<file path="config.mk">
export PLATFORM = sky130hd
export DESIGN_NAME = instr_adder_sweep
export DESIGN_NICKNAME = d
export VERILOG_FILES = /design/src/rtl/instr_adder_pkg.sv /design/src/rtl/instr_result_fifo.sv /design/src/rtl/instr_adder_sweep.sv
export SDC_FILE = /design/constraint.sdc
export NUM_CORES = 1
export LEC_CHECK = 0
export ABC_AREA = 0
export CORE_UTILIZATION = 61
export CTS_BUF_LIST = sky130_fd_sc_hd__clkbuf_4 sky130_fd_sc_hd__clkbuf_8
export DETAILED_ROUTE_END_ITERATION = 16
export GPL_TIMING_DRIVEN = 0
export HOLD_SLACK_MARGIN = 0.12
export PLACE_DENSITY = 0.88
export SLEW_MARGIN = 40
export SYNTH_ARGS = -nofsm -noshare
export SYNTH_HDL_FRONTEND = slang
export SYNTH_SLANG_ARGS = --single-unit
</file>
<file path="constraint.sdc">
create_clock -name wb_clk_i -period 5.8 [get_ports wb_clk_i]
set_input_delay 1.16 -clock wb_clk_i [delete_from_list [all_inputs] [get_ports wb_clk_i]]
set_output_delay 1.16 -clock wb_clk_i [all_outputs]
set_load 0.05 [all_outputs]
</file>
<file path="src/rtl/instr_adder_pkg.sv">
// Shared definitions for the instrumented-adder operand sweep controller.
package instr_adder_pkg;

    localparam int DEF_WIDTH = 32;
    localparam int DEF_CNT_W = 32;

    localparam logic [1:0] MODE_FIXED = 2'd0;
    localparam logic [1:0] MODE_INC   = 2'd1;
    localparam logic [1:0] MODE_ROT   = 2'd2;

    typedef enum logic [2:0] {
        ST_IDLE    = 3'd0,
        ST_LOAD    = 3'd1,
        ST_SETTLE  = 3'd2,
        ST_RUN     = 3'd3,
        ST_CAPTURE = 3'd4,
        ST_NEXT    = 3'd5,
        ST_FINISH  = 3'd6
    } state_e;

endpackage

</file>
<file path="src/rtl/instr_result_fifo.sv">
// Show-ahead result FIFO. The head is read straight from the register array,
// so data is visible the cycle after a push. An empty FIFO presents zero.
// DEPTH must be a power of two, at least 2.
module instr_result_fifo #(
    parameter int DW    = 64,
    parameter int DEPTH = 4
) (
    input  logic          clk_i,
    input  logic          rst_n_i,
    input  logic          push_i,
    input  logic [DW-1:0] din_i,
    input  logic          pop_i,
    output logic [DW-1:0] dout_o,
    output logic          full_o,
    output logic          empty_o
);

    localparam int AW = $clog2(DEPTH);

    logic [DW-1:0] mem_q [DEPTH];
    logic [AW:0]   wr_q, wr_d;
    logic [AW:0]   rd_q, rd_d;
    logic          do_push;
    logic          do_pop;

    assign empty_o = (wr_q == rd_q);
    assign full_o  = (wr_q[AW] != rd_q[AW]) && (wr_q[AW-1:0] == rd_q[AW-1:0]);
    assign do_pop  = pop_i && !empty_o;
    // A pop in the same cycle frees the slot being written when full.
    assign do_push = push_i && (!full_o || do_pop);
    assign dout_o  = empty_o ? '0 : mem_q[rd_q[AW-1:0]];

    // Pointer next-state.
    always_comb begin
        wr_d = wr_q;
        rd_d = rd_q;
        if (do_push) wr_d = wr_q + 1'b1;
        if (do_pop)  rd_d = rd_q + 1'b1;
    end

    // Pointer registers with synchronous reset.
    always_ff @(posedge clk_i) begin
        if (!rst_n_i) begin
            wr_q <= '0;
            rd_q <= '0;
        end else begin
            wr_q <= wr_d;
            rd_q <= rd_d;
        end
    end

    // Storage array, no reset needed since empty masks the head.
    always_ff @(posedge clk_i) begin
        if (do_push) mem_q[wr_q[AW-1:0]] <= din_i;
    end

endmodule

</file>
<file path="src/rtl/instr_adder_sweep.sv">
// Operand sweep and ring-oscillator measurement controller for the
// instrumented Brent-Kung adder. Results {ring_count, sum} go to a FIFO.
//
// state      | meaning
// IDLE       | waiting for start
// LOAD       | operands driven, ring counter cleared
// SETTLE     | operands held SETTLE cycles
// RUN        | ring_en high for the measurement window
// CAPTURE    | push {ring_count, sum}; stalls while FIFO full
// NEXT       | decide next point or finish
// FINISH     | done pulse
module instr_adder_sweep
    import instr_adder_pkg::*;
#(
    parameter int WIDTH  = DEF_WIDTH,
    parameter int CNT_W  = DEF_CNT_W,
    parameter int DEPTH  = 4,
    parameter int SETTLE = 2
) (
    input  logic             wb_clk_i,
    input  logic             wb_rst_n,
    input  logic             start,
    input  logic             abort,
    input  logic [WIDTH-1:0] cfg_a,
    input  logic [WIDTH-1:0] cfg_b,
    input  logic [1:0]       cfg_mode,
    input  logic [7:0]       cfg_points,
    input  logic [CNT_W-1:0] cfg_window,
    output logic [WIDTH-1:0] a_out,
    output logic [WIDTH-1:0] b_out,
    output logic             ring_en,
    output logic             count_clr,
    input  logic [CNT_W-1:0] ring_count,
    input  logic [WIDTH-1:0] sum_in,
    output logic             res_valid,
    input  logic             res_ready,
    output logic [CNT_W-1:0] res_count,
    output logic [WIDTH-1:0] res_sum,
    output logic             busy,
    output logic             done
);

    localparam int DW        = CNT_W + WIDTH;
    localparam int SETTLE_M1 = (SETTLE > 0) ? SETTLE - 1 : 0;

    state_e           state_q, state_d;
    logic [WIDTH-1:0] a_cur_q, a_cur_d;
    logic [WIDTH-1:0] b_q, b_d;
    logic [1:0]       mode_q, mode_d;
    logic [7:0]       points_q, points_d;
    logic [CNT_W-1:0] win_q, win_d;
    logic [7:0]       idx_q, idx_d;
    logic [CNT_W-1:0] timer_q, timer_d;
    logic [WIDTH-1:0] a_out_q, a_out_d;
    logic [WIDTH-1:0] b_out_q, b_out_d;

    logic [CNT_W-1:0] settle_ld;
    logic [CNT_W-1:0] win_ld;
    logic [WIDTH-1:0] a_step;
    logic             push;
    logic             pop;
    logic             fifo_full;
    logic             fifo_empty;
    logic [DW-1:0]    fifo_dout;

    assign settle_ld = CNT_W'(SETTLE_M1);
    // A zero window still runs the ring for one cycle.
    assign win_ld    = (win_q == '0) ? '0 : win_q - CNT_W'(1);
    assign pop       = res_valid && res_ready;

    // Operand update for the following point.
    always_comb begin
        case (mode_q)
            MODE_INC: a_step = a_cur_q + WIDTH'(1);
            MODE_ROT: a_step = {a_cur_q[WIDTH-2:0], a_cur_q[WIDTH-1]};
            default:  a_step = a_cur_q;
        endcase
    end

    // Sequencer next-state, timer and operand bookkeeping.
    always_comb begin
        state_d  = state_q;
        a_cur_d  = a_cur_q;
        b_d      = b_q;
        mode_d   = mode_q;
        points_d = points_q;
        win_d    = win_q;
        idx_d    = idx_q;
        timer_d  = timer_q;
        a_out_d  = a_out_q;
        b_out_d  = b_out_q;
        push     = 1'b0;

        case (state_q)
            ST_IDLE: begin
                if (start && !abort) begin
                    a_cur_d  = cfg_a;
                    b_d      = cfg_b;
                    mode_d   = cfg_mode;
                    points_d = cfg_points;
                    win_d    = cfg_window;
                    idx_d    = '0;
                    state_d  = (cfg_points == 8'd0) ? ST_FINISH : ST_LOAD;
                end
            end
            ST_LOAD: begin
                if (SETTLE == 0) begin
                    state_d = ST_RUN;
                    timer_d = win_ld;
                end else begin
                    state_d = ST_SETTLE;
                    timer_d = settle_ld;
                end
            end
            ST_SETTLE: begin
                if (timer_q == '0) begin
                    state_d = ST_RUN;
                    timer_d = win_ld;
                end else begin
                    timer_d = timer_q - CNT_W'(1);
                end
            end
            ST_RUN: begin
                if (timer_q == '0) state_d = ST_CAPTURE;
                else               timer_d = timer_q - CNT_W'(1);
            end
            ST_CAPTURE: begin
                if (!fifo_full || pop) begin
                    push    = 1'b1;
                    idx_d   = idx_q + 8'd1;
                    a_cur_d = a_step;
                    state_d = ST_NEXT;
                end
            end
            ST_NEXT: begin
                state_d = (idx_q == points_q) ? ST_FINISH : ST_LOAD;
            end
            ST_FINISH: state_d = ST_IDLE;
            default:   state_d = ST_IDLE;
        endcase

        // Abort wins over everything; a partial point is discarded.
        if (abort && state_q != ST_IDLE) begin
            state_d = (state_q == ST_FINISH) ? ST_IDLE : ST_FINISH;
            push    = 1'b0;
            a_cur_d = a_cur_q;
            idx_d   = idx_q;
            timer_d = timer_q;
        end

        // Operands only change as a point is loaded, so they hold elsewhere.
        if (state_d == ST_LOAD) begin
            a_out_d = a_cur_d;
            b_out_d = b_d;
        end
    end

    // State and datapath registers with synchronous active-low reset.
    always_ff @(posedge wb_clk_i) begin
        if (!wb_rst_n) begin
            state_q  <= ST_IDLE;
            a_cur_q  <= '0;
            b_q      <= '0;
            mode_q   <= MODE_FIXED;
            points_q <= '0;
            win_q    <= '0;
            idx_q    <= '0;
            timer_q  <= '0;
            a_out_q  <= '0;
            b_out_q  <= '0;
        end else begin
            state_q  <= state_d;
            a_cur_q  <= a_cur_d;
            b_q      <= b_d;
            mode_q   <= mode_d;
            points_q <= points_d;
            win_q    <= win_d;
            idx_q    <= idx_d;
            timer_q  <= timer_d;
            a_out_q  <= a_out_d;
            b_out_q  <= b_out_d;
        end
    end

    assign a_out     = a_out_q;
    assign b_out     = b_out_q;
    assign ring_en   = (state_q == ST_RUN);
    assign count_clr = (state_q == ST_LOAD);
    assign busy      = (state_q != ST_IDLE);
    assign done      = (state_q == ST_FINISH);

    instr_result_fifo #(
        .DW    (DW),
        .DEPTH (DEPTH)
    ) u_fifo (
        .clk_i   (wb_clk_i),
        .rst_n_i (wb_rst_n),
        .push_i  (push),
        .din_i   ({ring_count, sum_in}),
        .pop_i   (pop),
        .dout_o  (fifo_dout),
        .full_o  (fifo_full),
        .empty_o (fifo_empty)
    );

    assign res_valid = !fifo_empty;
    assign res_count = fifo_dout[DW-1:WIDTH];
    assign res_sum   = fifo_dout[WIDTH-1:0];

endmodule

</file>
# After elaboration in Yosys (flattened, before gate mapping)
# Memories as Yosys holds them, arrays and structs flattened. A register that Yosys moved wholly into a read port is not among the register bits.
# Index checks and enable logic that the tools add are counted.
totals:
  register_bits: 219
  ram_bits: 256
  inputBits: 175
  out_inout_bits: 133
  word_cells: 88
  mem_count: 1
mem_list:
  columns: ["memory", "depth", "width", "rd", "rd_clocked_by_memory_dff", "write_ports", "line", "source"]
  rows:
  - ["u_fifo.mem_q", 4, 64, 1, 1, 1, "instr_result_fifo.sv:20", "logic [DW-1:0] mem_q [DEPTH];"]
classes:
  add_sub_neg: 6
  eq_ne: 16
  mux: 31
  bitwise: 1
  reduce_logical: 21
op_table:
  columns: ["operator", "count"]
  rows:
  - ["32-bit 2-to-1 mux", 8]
  - ["32-bit one-hot mux with 2 select lines", 2]
  - ["32-bit one-hot mux with 3 select lines", 1]
  - ["32-bit zero test", 2]
  - ["64-bit 2-to-1 mux", 1]
  - ["32-bit by 1-bit subtractor with 32-bit output, second input constant", 2]
  - ["32-bit by 1-bit adder with 32-bit output, second input constant", 1]
  - ["3-bit 2-to-1 mux", 8]
  - ["3-bit one-hot mux with 6 select lines", 1]
  - ["8-bit 2-to-1 mux", 2]
  - ["8-bit one-hot mux with 2 select lines", 1]
  - ["3-bit == test, second input constant", 3]
  - ["8-bit by 1-bit adder with 8-bit output, second input constant", 1]
  - ["8-bit == test", 1]
  - ["8-bit zero test", 1]
  - ["3-bit by 1-bit adder with 3-bit output, second input constant", 2]
  - ["3-bit by 1-bit == test with 1-bit output, second input constant", 2]
  - ["3-bit by 2-bit == test with 1-bit output, second input constant", 2]
  - ["1-bit logical AND", 6]
  - ["2-bit inequality test, second input constant", 3]
  - ["3-bit nonzero test", 2]
  - ["1-bit 2-to-1 mux", 5]
  - ["2-bit 2-to-1 mux", 2]
  - ["4-bit AND reduction", 1]
  - ["12 further kinds", 15]

# Depth between registers and ports, before layout
logic_depth:
  word_depth: 10
  depth_mapped: 10
  ltp_nobuf: 8

# Cells and area by module
# Synthesis repeated with hierarchy kept, for this count alone.
unflattened:
  hier_cells: 1797
  hier_area_um2: 21231.6
by_module_without_submodules:
  columns: ["module", "instances", "cells_per_inst", "area_each_um2", "seq_area_each_um2"]
  rows:
  - ["instr_adder_sweep", 1, 1339, 11101.9, 4264.1]
  - ["instr_result_fifo", 1, 458, 10129.7, 7847.5]

# Worst setup path before layout
# OpenSTA, ideal clock, no wires.
synth_path:
  path_type: "input port to flip-flop"
  from: "input port abort"
  to: "register u_fifo.wr_q[2]"
  setup_time_ns: 0.115
  arrival_time_ns: 3.868
  t_required_ns: 5.685
  setup_slack_ns: 1.817
  stages: 5
  n_path_buf: 1
  path_cell_list: "clkbuf_1 -> nor3_1 -> and2_1 -> xor2_1 -> and2_1"
synth_via:
  elab_chain_cells: 3
synth_rtl:
  columns: ["item", "line", "source"]
  rows:
  - ["start, declared", "instr_adder_sweep.sv:23", "input logic abort,"]
  - ["1-bit logical AND", "instr_adder_sweep.sv:143", "if (abort && state_q != ST_IDLE) begin"]
  - ["1-bit 2-to-1 mux", "instr_adder_sweep.sv:143", null]
  - ["1-bit logical AND", "instr_result_fifo.sv:30", "assign do_push = push_i && (!full_o || do_pop);"]
  - ["end signal, assigned", "instr_result_fifo.sv:47", "wr_q <= wr_d;"]
  - ["end, declared", "instr_result_fifo.sv:21", "logic [AW:0] wr_q, wr_d;"]
# Every way passes these cells.
# A chain may end at the register's enable or synchronous reset.

# Worst setup path in the final report
layout_path:
  from: "register u_fifo.wr_q[2]"
  to: "output port res_sum[14]"
layout_via:
  elab_chain_cells: 2
layout_rtl:
  columns: ["item", "line", "source"]
  rows:
  - ["3-bit == test", "instr_result_fifo.sv:26", "assign empty_o = (wr_q == rd_q);"]
  - ["64-bit 2-to-1 mux", "instr_result_fifo.sv:31", "assign dout_o = empty_o ? '0 : mem_q[rd_q[AW-1:0]];"]
  - ["end, declared", "instr_adder_sweep.sv:38", "output logic [WIDTH-1:0] res_sum,"]
# Every way passes these cells.

==> results.yml <==
sta:
  fin_ws_ps: 854
  drv_slew: 0
  rsz0062_at_grt: "false"
  finalCriticalPeriod_ps: 4950
  finalClockSkew_ps: 25.1
  min_period_over_period_pct: 85.3
  worst_pin_slew_ps: 922
  max_freq_mhz: 202
  setup_violations: 0
  fin_tns_setup_ps: 0
  hold_violations: 0
  relSlewSlack_pct: 38.6
yosys:
  synthFlopType: "edfxtp_1"
  syn_area_mm2: 0.0212
  ys_warn_count: 0
  netlist-cell-type-count: 85
  seq_area_frac_synth_pct: 57.1
  avgSynthCellArea_um2: 11.7
  synth-seq-cells: 477
  netlist.area_leader.share_pct: 36.3
  async_flop_share_pct: 0
  synth_cells: 1813
  synth_edf_count: 256
  synth_fp_nets: 2000
  synth_top_cell_by_area: "edfxtp_1"
  ys_top_cells_by_area: "edfxtp_1, dfxtp_1, mux4_2"
layout:
  multi_input_area_mm2: 0.00855
  num-nets-final: 2389
  design_area_mm2: 0.0267
  drive_gt1_share_pct: 13.5
  syn2layout_area_growth_pct: 25.9
  regArea_mm2: 0.0121
  nFillCells: 2025
  fin_cells: 2709
routing:
  ant_nets: 0
  route.detailed.drc: 0
  via_per_inst: 6.20
  wl_per_cell_um: 22.9
  vias: 16808
  first_iter_violations: 1774
  dr.pass1.iters: 6
  routed_wl_mm: 62.1
power_and_ir_drop:
  clockPowerShare_pct: 27.6
  p_int_mw: 7.27
  cellPowerDensity_mw_per_mm2: 436
  leakagePower_nw: 9.14
  power_mw: 11.6
  p_switching_mw: 4.36
  swShare_pct: 37.5
  pwr-share-comb_pct: 37.4
  ir_drop_v: 0.000304
  pwr-share-seq_pct: 35.0
run_status:
  outcome: "completed"
floorplan:
  die_h_um: 188
  die_x_um: 188
  rows: 67
  core_mm2: 0.0339
  pin_count: 308
  die-area_mm2: 0.0355
  start_util_pct: 62.6
critical_path:
  required_ps: 4640
  crit_fanout: 10
  critPathCaptureType: "output pin"
  reg2reg_slack_ps: 2440
  worst_setup_path_start_kind: "register"
  cp.arrival_ps: 3790
  critPathKind: "reg -> out"
placement:
  portBuffers: 307
  place.gp.congestion: 0.963
  dp_hpwl_mm: 42.5
  pre_cts_ws_ps: 1490
  dp.cells: 2573
  place_area_mm2: 0.0250
clock_tree:
  htreeDepth: 3
  cts.sinks: 477
  numCtsBuffers: 75
  cts_setup_buffers: 0
  hold_buffers: 0
  clk_latency_ps: 650
  clk_pin_slew_ps: 60
  cts_resized: 0
  cts_tree: "built"
  cts-root-buf: "clkbuf_8"
  cts.path.max_buffers: 3
grt:
  grt_pass1_wl_mm: 95.1
  grt_max_degree: 38
  grt_overflow: 0
  antenna_found_initial: 5
  grt_pass1_vias: 16802
  track_usage_pct: 34.9
hold_path:
  hold_path_class: "reg -> reg"
flow_run:
  maxCapViolations: 0
## stage by stage
stage                     hold WS, ps  util [%]
after floorplan                   437         -
after global placement            442      73.3
after detailed placement          448      73.7
after CTS                         456      78.7
after global routing              476      78.8
final                             457      78.8
## cell families (layout without fill, tap and decap cells)
logic type      count (synthesis)  count (layout)  share of synthesized area, %
simple gates                  659             659                          15.9
flops                         477             477                          57.1
compound gates                334             334                          10.4
buf+inv                       143             589                          2.72
mux                           126             126                          10.5
xor+xnor                       62              62                          2.56
fa+ha+maj                      12              12                         0.708
other cells                     0               2                             0
## routing by layer
| metal | global-route usage [%] | share of wire (%) | wire (µm) |
|---|---|---|---|
| met3 | 9.41 | 10 | 6250 |
| met2 | 59.2 | 49 | 30200 |
| met4 | 12.8 | 3.2 | 1960 |
| met5 | 0 | 0.039 | 24 |
| met1 | 42.8 | 38 | 23600 |
## critical path: stages (launching register included)
cell and delay, ps:
dfxtp_1 330, xnor2_1 380, nor3b_1 360, clkbuf_1 680
clkbuf_1 480, nor2b_1 140, clkdlybuf4s50_1 770
## cell usage in the layout, fill, tap and decap left out, drive strengths merged, types with 14 or more instances in the layout
cell | synthesis | routed
nand3 | 39 | 39
nand2 | 226 | 226
mux4 | 64 | 64
edfxtp | 256 | 256
a31oi | 15 | 15
dfxtp | 221 | 221
clkdlybuf4s50 | 0 | 307
clkinv | 1 | 15
nor2 | 86 | 86
nand4 | 26 | 26
or4 | 19 | 19
o21ai | 51 | 51
mux2 | 53 | 53
and2 | 63 | 63
nor4 | 34 | 34
xnor2 | 34 | 34
buf | 25 | 26
clkbuf | 83 | 195
a21oi | 113 | 113
or3 | 14 | 14
nor2b | 71 | 71
xor2 | 28 | 28
nor3 | 38 | 38
o22ai | 28 | 28
inv | 34 | 36
## worst paths after layout
kind	startpoint	end	cells past startpoint
setup / recovery	u_fifo.wr_q[2]$_SDFFE_PN0P_	res_sum[14]	6
hold / removal	b_q[14]$_SDFF_PN0_	b_q[14]$_SDFF_PN0_	2
setup reg to reg	state_q[0]$_SDFF_PN0_	a_out[16]$_SDFFE_PN0N_	10
hold reg to reg	b_q[14]$_SDFF_PN0_	b_q[14]$_SDFF_PN0_	2
## cell type report
class	instances	share of cell area, %
diodes	2	0.0188
clock buffers	108	5.05
repair buffers	312	11.9
plain buffers	108	1.70
well taps	448	2.10
inverters	35	0.492
clock inverters	26	1.27
multi-input cells	1193	32.1
flip-flops and latches	477	45.4
## cell usage after synthesis (34+ instances only)
cell type,instances
and2_1,63
a21oi_1,113
edfxtp_1,256
nor2_1,85
nor2b_1,71
dfxtp_1,221
clkbuf_1,82
nand3_1,39
nor3_1,38
mux4_2,64
nand2_1,226
o21ai_0,46
xnor2_1,34
## registers in the layout, summed over array words and instances, names as in the netlist, named ones only
| name | flops |
|---|---|
| points_q | 8 |
| timer_q | 32 |
| state_q | 3 |
| u_fifo.wr_q | 3 |
| b_out | 32 |
| win_q | 32 |
| a_out | 32 |
| u_fifo.mem_q | 256 |
| b_q | 32 |
| idx_q | 8 |
| u_fifo.rd_q | 3 |
| a_cur_q | 32 |
| mode_q | 2 |
## power by group through the flow
stage	Combinational [mW]	Clock (mW)	Sequential, mW
2_1_floorplan	2.83	0	4.22
3_3_place_gp	4.14	0	4.12
3_5_place_dp	4.23	0	4.12
4_1_cts	4.27	3.24	4.06
5_1_grt	4.63	3.37	4.09
6_report	4.34	3.21	4.07
Power figures use the tool's default switching activity.
